`config.mk`:
```
export PLATFORM = sky130hd
export DESIGN_NAME = sbox_share_arbiter
export DESIGN_NICKNAME = d
export VERILOG_FILES = /design/src/rtl/sbox_share_arbiter.sv
export SDC_FILE = /design/constraint.sdc
export NUM_CORES = 1
export LEC_CHECK = 0
export ABC_AREA = 1
export CORE_MARGIN = 2
export CORE_UTILIZATION = 48
export DETAILED_ROUTE_END_ITERATION = 6
export HOLD_SLACK_MARGIN = 0.12
export PLACE_DENSITY_LB_ADDON = 0.1
export SYNTH_ARGS = -nofsm -noshare
export SYNTH_HDL_FRONTEND = slang
export SYNTH_SLANG_ARGS = --single-unit
```
`constraint.sdc`:
```
create_clock -name clk -period 2.2 [get_ports clk]
set_input_delay 0.55 -clock clk [delete_from_list [all_inputs] [get_ports clk]]
set_output_delay 0.55 -clock clk [all_outputs]
set_load 0.02 [all_outputs]
```
`src/rtl/sbox_share_arbiter.sv`:
```
// Purpose: one shared 4-bit S-AES S-box, time-multiplexed between the round datapath (A, 16 bit)
//          and the key schedule (B, 8 bit); one nibble is substituted per clock.
// Latency: the response is valid from edge T+4 (A) or T+2 (B) after acceptance edge T.
// Backpressure: the response is held until rsp_ready. No request is accepted while busy,
//          and nothing is queued.
//
// Ports:
//   clk, rst_n                          clock; asynchronous active-low reset
//   a_req_valid/a_req_ready/a_req_data  round-state request, 16 bit
//   a_rsp_valid/a_rsp_ready/a_rsp_data  substituted round state, 16 bit
//   b_req_valid/b_req_ready/b_req_data  key-schedule request, 8 bit
//   b_rsp_valid/b_rsp_ready/b_rsp_data  substituted key byte, 8 bit
//   busy                                high whenever the FSM is not in IDLE
//   a_req_inv                           only with SBOX_INV_EN defined: selects the inverse table for A
//
// Build option: define SBOX_INV_EN to add the inverse S-box and the a_req_inv input.
// Port B always uses the forward table.

module sbox_share_arbiter (
  input  logic        clk,
  input  logic        rst_n,

  input  logic        a_req_valid,
  input  logic [15:0] a_req_data,
`ifdef SBOX_INV_EN
  input  logic        a_req_inv,
`endif
  output logic        a_req_ready,
  output logic        a_rsp_valid,
  output logic [15:0] a_rsp_data,
  input  logic        a_rsp_ready,

  input  logic        b_req_valid,
  input  logic [7:0]  b_req_data,
  output logic        b_req_ready,
  output logic        b_rsp_valid,
  output logic [7:0]  b_rsp_data,
  input  logic        b_rsp_ready,

  output logic        busy
);

  typedef enum logic [1:0] {
    S_IDLE = 2'd0,
    S_SUB  = 2'd1,
    S_RESP = 2'd2
  } state_t;

  // Forward S-AES nibble substitution.
  function automatic logic [3:0] sbox_fwd(input logic [3:0] x);
    logic [3:0] y;
    case (x)
      4'h0: y = 4'h9;
      4'h1: y = 4'h4;
      4'h2: y = 4'hA;
      4'h3: y = 4'hB;
      4'h4: y = 4'hD;
      4'h5: y = 4'h1;
      4'h6: y = 4'h8;
      4'h7: y = 4'h5;
      4'h8: y = 4'h6;
      4'h9: y = 4'h2;
      4'hA: y = 4'h0;
      4'hB: y = 4'h3;
      4'hC: y = 4'hC;
      4'hD: y = 4'hE;
      4'hE: y = 4'hF;
      default: y = 4'h7;
    endcase
    return y;
  endfunction

`ifdef SBOX_INV_EN
  // Inverse S-AES nibble substitution.
  function automatic logic [3:0] sbox_inv(input logic [3:0] x);
    logic [3:0] y;
    case (x)
      4'h0: y = 4'hA;
      4'h1: y = 4'h5;
      4'h2: y = 4'h9;
      4'h3: y = 4'hB;
      4'h4: y = 4'h1;
      4'h5: y = 4'h7;
      4'h6: y = 4'h8;
      4'h7: y = 4'hF;
      4'h8: y = 4'h6;
      4'h9: y = 4'h0;
      4'hA: y = 4'h2;
      4'hB: y = 4'h3;
      4'hC: y = 4'hC;
      4'hD: y = 4'h4;
      4'hE: y = 4'hD;
      default: y = 4'hE;
    endcase
    return y;
  endfunction
`endif

  state_t      state_q, state_d;
  logic [1:0]  idx_q, idx_d;        // nibble currently being substituted
  logic [2:0]  cnt_q, cnt_d;        // number of nibbles in this request (4 or 2)
  logic [15:0] work_q, work_d;      // request word, overwritten nibble by nibble
  logic        owner_b_q, owner_b_d;  // 1: current request belongs to B
  logic        last_b_q, last_b_d;    // 1: B was the last port served (resets to B)
`ifdef SBOX_INV_EN
  logic        inv_q, inv_d;        // current request uses the inverse table
`endif

  logic        grant_a;
  logic        grant_b;
  logic [3:0]  sub_in;
  logic [3:0]  sub_out;
  logic        last_nib;
  logic        rsp_fire;

  // Round-robin grant: a lone requester always wins. On a tie, the port
  // not served last wins.
  assign grant_a = a_req_valid && (!b_req_valid ||  last_b_q);
  assign grant_b = b_req_valid && (!a_req_valid || !last_b_q);

  assign a_req_ready = (state_q == S_IDLE) && grant_a;
  assign b_req_ready = (state_q == S_IDLE) && grant_b;

  // The single shared S-box. Its input nibble is selected by idx, LSB nibble first.
  assign sub_in = work_q[{idx_q, 2'b00} +: 4];
`ifdef SBOX_INV_EN
  assign sub_out = inv_q ? sbox_inv(sub_in) : sbox_fwd(sub_in);
`else
  assign sub_out = sbox_fwd(sub_in);
`endif

  assign last_nib = ({1'b0, idx_q} == (cnt_q - 3'd1));

  // Responses are decoded only from registered state, so the data holds
  // stable for as long as the consumer stalls.
  assign a_rsp_valid = (state_q == S_RESP) && !owner_b_q;
  assign b_rsp_valid = (state_q == S_RESP) &&  owner_b_q;
  assign a_rsp_data  = a_rsp_valid ? work_q : 16'h0000;
  assign b_rsp_data  = b_rsp_valid ? work_q[7:0] : 8'h00;
  assign busy        = (state_q != S_IDLE);

  assign rsp_fire = (a_rsp_valid && a_rsp_ready) || (b_rsp_valid && b_rsp_ready);

  always_comb begin
    state_d   = state_q;
    idx_d     = idx_q;
    cnt_d     = cnt_q;
    work_d    = work_q;
    owner_b_d = owner_b_q;
    last_b_d  = last_b_q;
`ifdef SBOX_INV_EN
    inv_d     = inv_q;
`endif

    case (state_q)
      S_IDLE: begin
        if (a_req_ready) begin
          work_d    = a_req_data;
          idx_d     = 2'd0;
          cnt_d     = 3'd4;
          owner_b_d = 1'b0;
`ifdef SBOX_INV_EN
          inv_d     = a_req_inv;
`endif
          state_d   = S_SUB;
        end else if (b_req_ready) begin
          work_d    = {8'h00, b_req_data};
          idx_d     = 2'd0;
          cnt_d     = 3'd2;
          owner_b_d = 1'b1;
`ifdef SBOX_INV_EN
          inv_d     = 1'b0;
`endif
          state_d   = S_SUB;
        end
      end

      S_SUB: begin
        work_d[{idx_q, 2'b00} +: 4] = sub_out;
        idx_d = idx_q + 2'd1;
        if (last_nib) begin
          state_d = S_RESP;
        end
      end

      S_RESP: begin
        if (rsp_fire) begin
          state_d  = S_IDLE;
          last_b_d = owner_b_q;
        end
      end

      default: begin
        state_d = S_IDLE;
      end
    endcase
  end

  always_ff @(posedge clk or negedge rst_n) begin
    if (!rst_n) begin
      state_q   <= S_IDLE;
      idx_q     <= 2'd0;
      cnt_q     <= 3'd0;
      work_q    <= 16'h0000;
      owner_b_q <= 1'b0;
      last_b_q  <= 1'b1;
`ifdef SBOX_INV_EN
      inv_q     <= 1'b0;
`endif
    end else begin
      state_q   <= state_d;
      idx_q     <= idx_d;
      cnt_q     <= cnt_d;
      work_q    <= work_d;
      owner_b_q <= owner_b_d;
      last_b_q  <= last_b_d;
`ifdef SBOX_INV_EN
      inv_q     <= inv_d;
`endif
    end
  end

endmodule

```
==> results_tabular.tex <==
\begin{tabular}{lr}
\hline
Metric & Value \\
\hline
\multicolumn{2}{l}{\textbf{Outcome}} \\
\quad Result of the run & complete, no violations \\
\multicolumn{2}{l}{\textbf{Min path}} \\
\quad Start point of the worst hold path & last\_b\_q\$\_DFFE\_PN1P\_ \\
\quad Hold path cells & 2 \\
\quad Worst min path class & flop to flop \\
\quad Worst-case hold path end point & last\_b\_q\$\_DFFE\_PN1P\_ \\
\multicolumn{2}{l}{\textbf{Place}} \\
\quad Placed Area & 0.00266 sq mm \\
\quad Count of buffers from port buffering & 58 \\
\quad Number of instances in the placed design & 400 \\
\quad Final Wtd Congestion & 0.873 \\
\quad Estimated wirelength of the detail-placed design & 4.15 mm \\
\multicolumn{2}{l}{\textbf{Timing}} \\
\quad Final setup viols & 0 \\
\quad F\_max & 466 MHz \\
\quad Max-slew headroom & 71.0\% \\
\quad Number of pins exceeding their max-slew limit in the final report & 0 \\
\quad Transition time at the pin with the least slew margin & 0.434 ns \\
\quad Final period utilization & 97.5\% \\
\quad Min cycle time layout & 2.15 ns \\
\quad Number of hold violations in the final report & 0 \\
\quad RSZ-0062 raised after global routing & no \\
\quad Worst clock skew on the final layout & 0.00169 ns \\
\multicolumn{2}{l}{\textbf{Worst setup path}} \\
\quad Largest stage delay, worst path & 0.54 ns \\
\quad Path type of the worst setup path & flop to output port \\
\quad Critical Path Sink Type & output port \\
\quad Category of cells accounting for the largest share of critical-path delay & buffers and inverters \\
\quad Worst setup SP type & flop \\
\quad Launch instance of the worst register-to-register path & idx\_q[1]\$\_DFFE\_PN0P\_ \\
\quad Data arrival, critical path & 1.60 ns \\
\quad Crit path buf inv count & 3 \\
\quad Chain of cells forming the critical path & buf\_4, nor2\_4, inv\_1, clkdlybuf4s50\_1 \\
\quad Cell type of the slowest stage on the worst timing path & clkdlybuf4s50\_1 \\
\quad Worst R2R End & work\_q[8]\$\_DFFE\_PN0P\_ \\
\quad Depth of the worst register-to-register path & 10 \\
\quad Critical-path maximum fanout & 3 \\
\quad Required time worst endpoint & 1.65 ns \\
\quad R2r setup slk & 0.20 ns \\
\multicolumn{2}{l}{\textbf{Clock network}} \\
\quad TritonCTS clock tree & built \\
\quad Clock-pin transition on the worst setup and hold timing paths & 0.09 ns \\
\quad CTS Buffer Depth & 2 \\
\quad Total number of H-tree levels & 1 \\
\quad Clk sinks & 23 \\
\quad CTS Buf Count & 3 \\
\quad Clock latency reported for the late side of the worst-skew pair & 0.27 ns \\
\quad Root buf cell & clkbuf\_8 \\
\quad Setup Buffers After CTS & 0 \\
\quad Post-CTS Hold Fix Bufs & 0 \\
\multicolumn{2}{l}{\textbf{Yosys}} \\
\quad Synth Net Count & 324 \\
\quad Yosys warnings & 0 \\
\quad Instance count of the mapped netlist & 284 \\
\quad Fraction of synthesis flops using an asynchronous set or reset pin & 100\% \\
\quad Post-Syn Area & 0.00196 sq mm \\
\quad Register bit total from synthesis & 23 \\
\quad Most instantiated flip-flop cell in the synthesis netlist & dfrtp\_1 \\
\quad Post-synth EDFFs & 0 \\
\quad Cell variety after synth & 34 \\
\quad Proportion of synthesized chip area in sequential cells & 29.4\% \\
\quad Average cell area after synthesis & 6.90 sq um \\
\multicolumn{2}{l}{\textbf{Floorplanning}} \\
\quad Chip Height & 67.9 microns \\
\quad \# rows & 23 \\
\quad I/O pin count & 59 \\
\quad Core Footprint & 0.00397 sq mm \\
\quad Die width & 67.9 microns \\
\quad Die Area & 0.00461 sq mm \\
\quad Initial standard-cell utilization of the core & 49.3\% \\
\multicolumn{2}{l}{\textbf{Global routing}} \\
\quad Number of antenna violations at the first check in global routing & 0 \\
\quad Maximum number of pins on one net before global-route repair & 24 \\
\quad Aggregate global routing overflow & 0 \\
\quad Aggregate global-route resource usage & 26.3\% \\
\quad Number of global-route vias before repair & 1975 \\
\quad First-pass GRT wire length & 9.07 mm \\
\multicolumn{2}{l}{\textbf{Detailed routing}} \\
\quad Detailed Route Iter0 Violations & 123 \\
\quad Vias & 2073 \\
\quad Wire per inst & 13.3 microns \\
\quad Per-cell via count in the routed design & 5.13 \\
\quad Final routed wirelength across all metal layers & 5.39 mm \\
\quad Router iterations before antenna repair & 4 \\
\quad DRC violations left & 0 \\
\quad Post-route ant nets & 0 \\
\multicolumn{2}{l}{\textbf{Power and ir drop}} \\
\quad Peak supply drop & 0.319 mV \\
\quad Tot Pwr & 0.762 mW \\
\quad Static Leak & 1.49 nW \\
\quad Power density relative to cell area & 285 mW/mm\^{}2 \\
\multicolumn{2}{l}{\textbf{Finish}} \\
\quad Relative area change from synthesis to final layout & 36.5\% \\
\quad Design Area, Final & 0.00267 sq mm \\
\quad Most common library cell in the layout ignoring fill and taps & nand2\_1 \\
\quad Final-stage net count & 395 \\
\quad Leading cell types in the layout, fill and taps excluded & nand2\_1, inv\_1, nor2\_1 \\
\quad Antenna cells & 0 \\
\quad Fraction of final layout cells with drive strength greater than 1 & 16.4\% \\
\quad Count of placed standard cells in the final layout, fillers left out & 404 \\
\quad Fin util & 67.3\% \\
\multicolumn{2}{l}{\textbf{Run}} \\
\quad Max-cap violation count & 0 \\
\hline
\end{tabular}
[Yosys cell counts (5+ instances only)]
cell	instances	area, sq um
nand2_1	58	218
inv_1	45	169
nor2_1	41	154
nand3_1	25	125
dfrtp_1	22	551
a21oi_1	14	70.1
ha_1	10	125
o21ai_0	10	50.1
nand4_1	9	56.3
nand2_2	7	43.8
o21ai_2	5	43.8
[stage by stage]
step           worst slack (ns)  hold WS [ns]  setup TNS (ns)
4_1_cts                0.000297         0.476               0
3_5_place_dp             -0.389         0.464          -0.634
6_report                 0.0543         0.475               0
2_1_floorplan             0.128         0.254               0
5_1_grt                 0.00245         0.533               0
3_3_place_gp             -0.385         0.461          -0.622
[power by group]
group	switching [mW]	leakage, nW	internal, mW
clock	0.143	0.0228	0.130
combinational	0.0182	1.22	0.0480
sequential	0	0.245	0.422
total	0.162	1.49	0.600
[routing by layer]
layer / GRT usage [%] / up-vias / part of all wire, %
li1: - / 1043 / -
met5: 0 / - / 0
met3: 2.14 / 15 / 8.8
met2: 42.6 / 85 / 46
met4: 10.5 / 0 / 2.5
met1: 36.6 / 930 / 42
[state kept, by name, indices dropped and copies added (netlist names)]
name      flops
state_q       2
idx_q         2
last_b_q      1
cnt_q         2
work_q       16
[cells by family after synthesis]
| kind of cell | after synthesis | share of synthesized area [%] |
|---|---|---|
| simple gates | 154 | 38.4 |
| buf+inv | 57 | 12.8 |
| compound gates | 40 | 12.9 |
| flops | 23 | 29.4 |
| fa+ha+maj | 10 | 6.39 |
[tightest hold or removal path: stages, from the launching register on]
cell	delay, ns
dfstp_2	0.38
nand2_1	0.05
nand2_1	0.04
[how the worst max path moves through the flow]
stage | endpoint | slack, ns | start | depth (start not counted)
floorplan | a_rsp_data[10] | 0.13 | state_q[0]$_DFFE_PN0P_ | 6
global placement | a_req_ready | -0.39 | a_req_valid | 6
detailed placement | a_req_ready | -0.39 | a_req_valid | 6
CTS | a_rsp_valid | 0.0003 | state_q[0]$_DFFE_PN0P_ | 5
global route | a_rsp_data[13] | 0.002 | state_q[0]$_DFFE_PN0P_ | 6
finish | busy | 0.05 | state_q[1]$_DFFE_PN0P_ | 4
[what timing repair did]
item / 4_1_cts / 5_1_grt
pin swaps: 0 / 0
setup endpoints to repair: 26 / 16
resized for setup: 30 / 18
[final cells by class]
cell class              instances  area (sq um)
fillers                       368          1300
multi-input cells             204          1130
repair buffers                 73           662
flip-flops and latches         23           578
inverters                      50           193
well taps                      50          62.6
clock buffers                   4          45.0
No activity file was read; power rests on OpenSTA's default activity.
